### src/rtl/tmr_voter_pkg.sv
// Shared constants for the TMR word voter: error_cba bit positions and
// the flag pattern reported when no two replicas agree.
package tmr_voter_pkg;

    // Bit positions inside error_cba, one per replica lane.
    localparam int ErrA = 0;
    localparam int ErrB = 1;
    localparam int ErrC = 2;

    // Flag patterns for the two extremes of the vote.
    localparam logic [2:0] ErrNone = 3'b000;
    localparam logic [2:0] ErrAll  = 3'b111;

endpackage : tmr_voter_pkg

### src/rtl/tmr_word_vote_core.sv
// Combinational whole-word 2-of-3 vote. Replicas are compared as complete
// words, not bit by bit. When no two replicas agree, lane a is passed through
// and the uncorrectable flag is raised.
module tmr_word_vote_core
    import tmr_voter_pkg::*;
#(
    parameter int DataWidth = 32
) (
    input  logic [DataWidth-1:0] in_a,
    input  logic [DataWidth-1:0] in_b,
    input  logic [DataWidth-1:0] in_c,
    output logic [DataWidth-1:0] vote,
    output logic                 error,
    output logic [2:0]           error_cba
);

    logic eq_ab;
    logic eq_bc;
    logic eq_ac;

    assign eq_ab = (in_a == in_b);
    assign eq_bc = (in_b == in_c);
    assign eq_ac = (in_a == in_c);

    // Select the majority word and flag the single lane that disagrees.
    always_comb begin
        // NOTE: every output gets a default first so no path can infer a latch.
        vote      = in_a;
        error     = 1'b0;
        error_cba = ErrNone;

        if (eq_ab && eq_bc) begin
            vote = in_a;
        end else if (eq_bc) begin
            vote            = in_b;
            error_cba[ErrA] = 1'b1;
        end else if (eq_ac) begin
            vote            = in_a;
            error_cba[ErrB] = 1'b1;
        end else if (eq_ab) begin
            vote            = in_a;
            error_cba[ErrC] = 1'b1;
        end else begin
            vote      = in_a;
            error     = 1'b1;
            error_cba = ErrAll;
        end
    end

endmodule : tmr_word_vote_core

### src/rtl/tmr_word_voter.sv
// Registered TMR word voter: one-cycle-latency wrapper around
// tmr_word_vote_core. Defining TMR_VOTER_FAULT_CNT_EN adds per-lane
// saturating fault counters, the cnt_clr_i input and the fault_cnt_a/b/c
// outputs.
module tmr_word_voter
    import tmr_voter_pkg::*;
#(
    parameter int DataWidth = 32,
    parameter int CntWidth  = 16
) (
    input  logic                 clk_i,
    input  logic                 rst_ni,
    input  logic [DataWidth-1:0] in_a,
    input  logic [DataWidth-1:0] in_b,
    input  logic [DataWidth-1:0] in_c,
`ifdef TMR_VOTER_FAULT_CNT_EN
    input  logic                 cnt_clr_i,
    output logic [CntWidth-1:0]  fault_cnt_a,
    output logic [CntWidth-1:0]  fault_cnt_b,
    output logic [CntWidth-1:0]  fault_cnt_c,
`endif
    output logic [DataWidth-1:0] out,
    output logic                 error,
    output logic [2:0]           error_cba
);

    logic [DataWidth-1:0] vote_d;
    logic                 error_d;
    logic [2:0]           error_cba_d;

    tmr_word_vote_core #(
        .DataWidth (DataWidth)
    ) u_core (
        .in_a      (in_a),
        .in_b      (in_b),
        .in_c      (in_c),
        .vote      (vote_d),
        .error     (error_d),
        .error_cba (error_cba_d)
    );

    // Output register: a new vote every cycle, cleared asynchronously by reset.
    always_ff @(posedge clk_i or negedge rst_ni) begin
        if (!rst_ni) begin
            out       <= '0;
            error     <= 1'b0;
            error_cba <= ErrNone;
        end else begin
            // NOTE: sequential state uses non-blocking assignments so all
            // registers update together from values sampled at the edge.
            out       <= vote_d;
            error     <= error_d;
            error_cba <= error_cba_d;
        end
    end

`ifdef TMR_VOTER_FAULT_CNT_EN
    logic [CntWidth-1:0] fault_cnt [3];

    // Per-lane fault counters are driven by the registered flags. They
    // saturate at all-ones, and a clear has priority over an increment.
    always_ff @(posedge clk_i or negedge rst_ni) begin
        if (!rst_ni) begin
            for (int i = 0; i < 3; i++) begin
                fault_cnt[i] <= '0;
            end
        end else begin
            for (int i = 0; i < 3; i++) begin
                if (cnt_clr_i) begin
                    fault_cnt[i] <= '0;
                end else if (error_cba[i] && (fault_cnt[i] != '1)) begin
                    fault_cnt[i] <= fault_cnt[i] + 1'b1;
                end
            end
        end
    end

    assign fault_cnt_a = fault_cnt[ErrA];
    assign fault_cnt_b = fault_cnt[ErrB];
    assign fault_cnt_c = fault_cnt[ErrC];
`endif

endmodule : tmr_word_voter

### config.mk
export PLATFORM = sky130hd
export DESIGN_NAME = tmr_word_voter
export DESIGN_NICKNAME = d
export VERILOG_FILES = /design/src/rtl/tmr_voter_pkg.sv /design/src/rtl/tmr_word_vote_core.sv /design/src/rtl/tmr_word_voter.sv
export SDC_FILE = /design/constraint.sdc
export NUM_CORES = 1
export LEC_CHECK = 0
export ABC_CLOCK_PERIOD_IN_PS = 1050
export CAP_MARGIN = 5
export CORE_MARGIN = 5
export CORE_UTILIZATION = 44
export CTS_BUF_LIST = sky130_fd_sc_hd__clkbuf_8
export CTS_CLUSTER_SIZE = 12
export DETAILED_ROUTE_END_ITERATION = 8
export GPL_ROUTABILITY_DRIVEN = 0
export PLACE_DENSITY = 0.92
export SYNTH_ARGS = -nofsm -noshare
export SYNTH_HDL_FRONTEND = slang
export SYNTH_SLANG_ARGS = --single-unit
### constraint.sdc
create_clock -name clk_i -period 1.05 [get_ports clk_i]
set_input_delay 0.1575 -clock clk_i [delete_from_list [all_inputs] [get_ports clk_i]]
set_output_delay 0.1575 -clock clk_i [all_outputs]
set_load 0.02 [all_outputs]
=== Yosys cells after proc, flatten, opt, wreduce, memory -nomap -nowiden ===
Cells that the tools add are included.
Widths: inputs -> output; s select.

* Register bits after elaboration: 36
* Latch bits: 0
* RAM bits: 0
* Bits in read-only memories: 0
* Bits of input ports: 98
* Output and inout port bits: 36
* Logic and storage cells: 20
* Memories kept: 0

* Add/sub/neg operators: 0
* Multipliers: 0
* Divide/modulo/power cells: 0
* Order comparisons: 0
* Equality and inequality tests: 3
* Shifts and indexed selects: 0
* Multiplexer cells: 13
* Bitwise gates (word level): 0
* Reduce and logical (&&, ||, !) cells: 1

{| class="wikitable"
|+ Operators by type and width
! operator !! number
|-
| $eq 32x32->1 || 3
|-
| $mux 32 || 2
|-
| $mux 1 || 8
|-
| $mux 2 || 2
|-
| $mux 3 || 1
|-
| $logic_and 1x1->1 || 1
|}

=== Longest topological paths before layout ===
* Word-level depth: 5
* Gate-level depth with buffers: 7
* Gate-level depth less buffers: 6

=== Modules after synthesis ===
From an unflattened synthesis, not the netlist that was laid out.

* Cell total of the unflattened synthesis: 206
* Area, all modules: 2,482.4 um^2

{| class="wikitable"
|+ By module, submodules not included
! module !! instances !! cells an instance !! area each (um^2) !! seq. area each (um^2)
|-
| tmr_word_vote_core || 1 || 170 || 1,581.5 || 0.0
|-
| tmr_word_voter || 1 || 36 || 900.9 || 900.9
|}

=== Least setup slack after synthesis ===
No wires, ideal clock.

* Path kind: in2reg
* Start: input port in_b[23]
* End: register out[10]
* Library setup time: 125 ps
* Arrival time: 1,500 ps
* Required time: 925 ps
* Setup slack: -576 ps
* Cell stages on the path: 6
* Buffers on the path: 1
* Cells stage by stage: xor2_1 nor4_1 nand4_1 o21ai_2 buf_6 mux2_4

* Word-level cells in the longest chain between the ends: 3
* Elaborated cells on any way between the ends: 5
* Those cells by class: 2 x eq/ne; 2 x mux; 1 x reduce/logical

{| class="wikitable"
|+ Ends and longest elaborated chain
! what !! RTL line !! source
|-
| from (decl) || tmr_word_voter.sv:14 || <nowiki>input logic [DataWidth-1:0] in_b,</nowiki>
|-
| $eq 32x32->1, on equally long branches || tmr_word_vote_core.sv:22, tmr_word_vote_core.sv:21 ||
|-
| $mux 32 / $logic_and 1x1->1 (equally long branches) || tmr_word_vote_core.sv:34, tmr_word_vote_core.sv:32 ||
|-
| $mux 32 * || tmr_word_vote_core.sv:32 || <nowiki>if (eq_ab && eq_bc) begin</nowiki>
|-
| named net u_core.vote[10] || tmr_word_vote_core.sv:12 || <nowiki>output logic [DataWidth-1:0] vote,</nowiki>
|-
| to (signal assigned) || tmr_word_voter.sv:51 || <nowiki>out <= vote_d;</nowiki>
|-
| to (decl) || tmr_word_voter.sv:22 || <nowiki>output logic [DataWidth-1:0] out,</nowiki>
|}

The timed path passes the listed nets; every way through them passes the cells marked *.

=== Final worst setup path ===
* Start: input port in_b[30]
* End: register out[3]

The elaborated chain is that of the path after synthesis.

==> qor.csv <==
metric,value,unit
tightest_slew,388.3,ps
vias_per_cell,5.601,
yosysMostFrequentCell,xor2_1,
antenna_left,0,
placed_cells,492,
max_freq,0.5266,GHz
synth_fa_ha_area_frac,0,
criticalPathCategory,in -> reg,
critPathArrivalTime,2090,ps
hp-class,in -> reg,
fin_cells,514,
async_reset_ff_frac,1.000,
setup_viol,36,
setup_slack,-849.1,ps
synth_seq_area_share,0.3629,
die-area,7244,um^2
end_kind,register,
crit_path_top_delay_cell,nor4_4,
syn_area,2482,um^2
finalPower,4.187,mW
synth_top_area_frac,0.3629,
critPathMaxStageDelay,360,ps
drv_slew,0,
synth_top_family_by_area,XOR/XNOR gates,
drc_errors,0,
grt_pass1_wl,17480,um
fin_util,0.8859,
violations,setup timing,
ir_drop,0.0006191,V
startpoint_type,primary input,
yosysWarnings,0,
worst-path-buf-inv,5,
drtIter0Drc,216,
wl_per_cell,26.13,um
synth_xor_area_frac,0.3387,
leakagePower,2.343,nW
path_delay_family,buffers and inverters,
crit_top_cell,buf_4,
syn_avg_cell_area,12.05,um^2
synth_cells,206,
cp_cell_sequence,buf_2 > xor2_2 > nor4_4 > buf_4 > nand4_1 > buf_4 > o21ai_4 > buf_6 > buf_16 > mux2_4,
cts.sinks,36,
hpwlAfterDp,7791,um
rows,27,
timing.final.crit_share,1.809,
critPathRequiredTime,1240,ps
grt_max_degree,37,
slew-limit-headroom,0.7392,
tns,-28730,ps
start_util,0.4508,
power_density,858.3,nW/um^2
rsz0062_at_grt,yes,
register_area,900.9,um^2
yosys.area_share.simple,0.08669,
synth_ff_type,dfrtp_1,
crit_fanout,6,
place_area,4541,um^2
core,5507,um^2
synth_mux_area_frac,0.1905,
nets,536,
ys_ff_latch,36,
synth_nets,304,
cts-buffers-inserted,5,
grt_pass1_vias,3247,
multi_input_area,2036,um^2
die_x,85.11,um
drt-pass1-iter-count,4,
synth_top_cells_by_count,"64 x xor2_1, 36 x dfrtp_1, 32 x xnor2_1",
clockRootBuffer,clkbuf_8,
clk_pin_slew,80,ps
yosys.area.top_type,dfrtp_1,
synth.distinct_cells,14,
fin_area,4878,um^2
outcome,finished with violations,
grt_usage,0.3224,
num_io_pins,134,
clk_path_buf_depth,2,
htreeDepth,2,
via_count,2879,
synth_compound_area_frac,0.007560,
synth_edf_count,0,
fill_cells,233,
min_period,1899,ps
portBuffers,133,
die-height,85.11,um
cap_violations,0,
area_growth,96.52,%
synth_area_leaders,"dfrtp_1 36%, xor2_1 23%, mux2_4 18%",
grt_antenna_before_repair,3,
hold_violations,0,
cts_tree,built,
gr-total-overflow,0,
finalWirelength,13430,um
drive_gt1_frac,0.6446,
==> area by class of cell <==
class                   count  area share
diodes                      3    0.001539
well taps                  72     0.01847
clock buffers               6     0.01693
multi-input cells         167      0.4173
repair buffers            228      0.3591
flip-flops and latches     36      0.1847
clock inverters             2    0.002052
==> power breakdown <==
part           switching (mW)  internal (mW)
Combinational           0.840          0.786
Sequential             0.0224           1.45
Clock                   0.566          0.524
Total                    1.43           2.76
==> path summary, 6_finish.rpt <==
path,startpoint,endpoint,slack [ps],depth (start not counted)
max,in_b[30],out[3],-850,10
min in group asynchronous,rst_ni,out[26],340,3
max in group asynchronous,rst_ni,out[4],490,3
min,in_b[29],out[29],110,2
==> registers in the layout, summed over array words and instances, names as in the netlist <==
name / cells
out: 32
error_cba: 3
error: 1
==> metrics by stage <==
step,hold WS (ps),setup WS (ps)
5_1_grt,98.13,-878.5
3_5_place_dp,137.3,-1678
2_1_floorplan,-138.1,-574.5
6_report,109.0,-849.1
3_3_place_gp,137.3,-1451
4_1_cts,150.6,-752.9
==> logic make-up after synthesis <==
| family | Yosys count |
|---|---|
| AOI/OAI and AO/OA | 3 |
| xor gates and xnor gates | 96 |
| buffers and inverters | 3 |
| DFF | 36 |
| muxes | 32 |
| and+or+nand+nor | 36 |
==> metal layers <==
| layer | wire, um | track usage |
|---|---|---|
| met1 | 4439 | 0.3218 |
| met2 | 6816 | 0.5982 |
| met3 | 1034 | 0.06990 |
| met4 | 1143 | 0.2029 |
| met5 | 0 | 0 |
==> cells in the final DEF (no fill, tap or decap), types with 2 or more instances in the layout <==
cell type	instances
clkdlybuf4s15_2	5
xor2_4	2
dlygate4sd2_1	22
buf_4	82
xnor2_4	2
buf_12	2
nand4_1	12
clkbuf_8	6
nor4_4	6
dfrtp_1	36
buf_6	11
xnor2_1	25
xor2_1	37
nor4_2	11
diode_2	3
nor2_1	2
buf_2	62
clkinv_2	2
xnor2_2	5
mux2_4	32
buf_16	3
clkdlybuf4s15_1	18
buf_8	3
xor2_2	25
clkbuf_2	19
==> what timing repair did <==
| action | 4_1_cts | 5_1_grt |
|---|---|---|
| gates cloned | 3 | 0 |
| setup buffers | 5 | 2 |
| pin swaps | 41 | 31 |
| hold buffers | 1 | 0 |
| endpoints found under the setup margin | 72 | 37 |
| hold endpoints to repair | 36 | 0 |
| gates resized for setup | 403 | 94 |
Note: power is estimated with default switching activity, not from simulation.
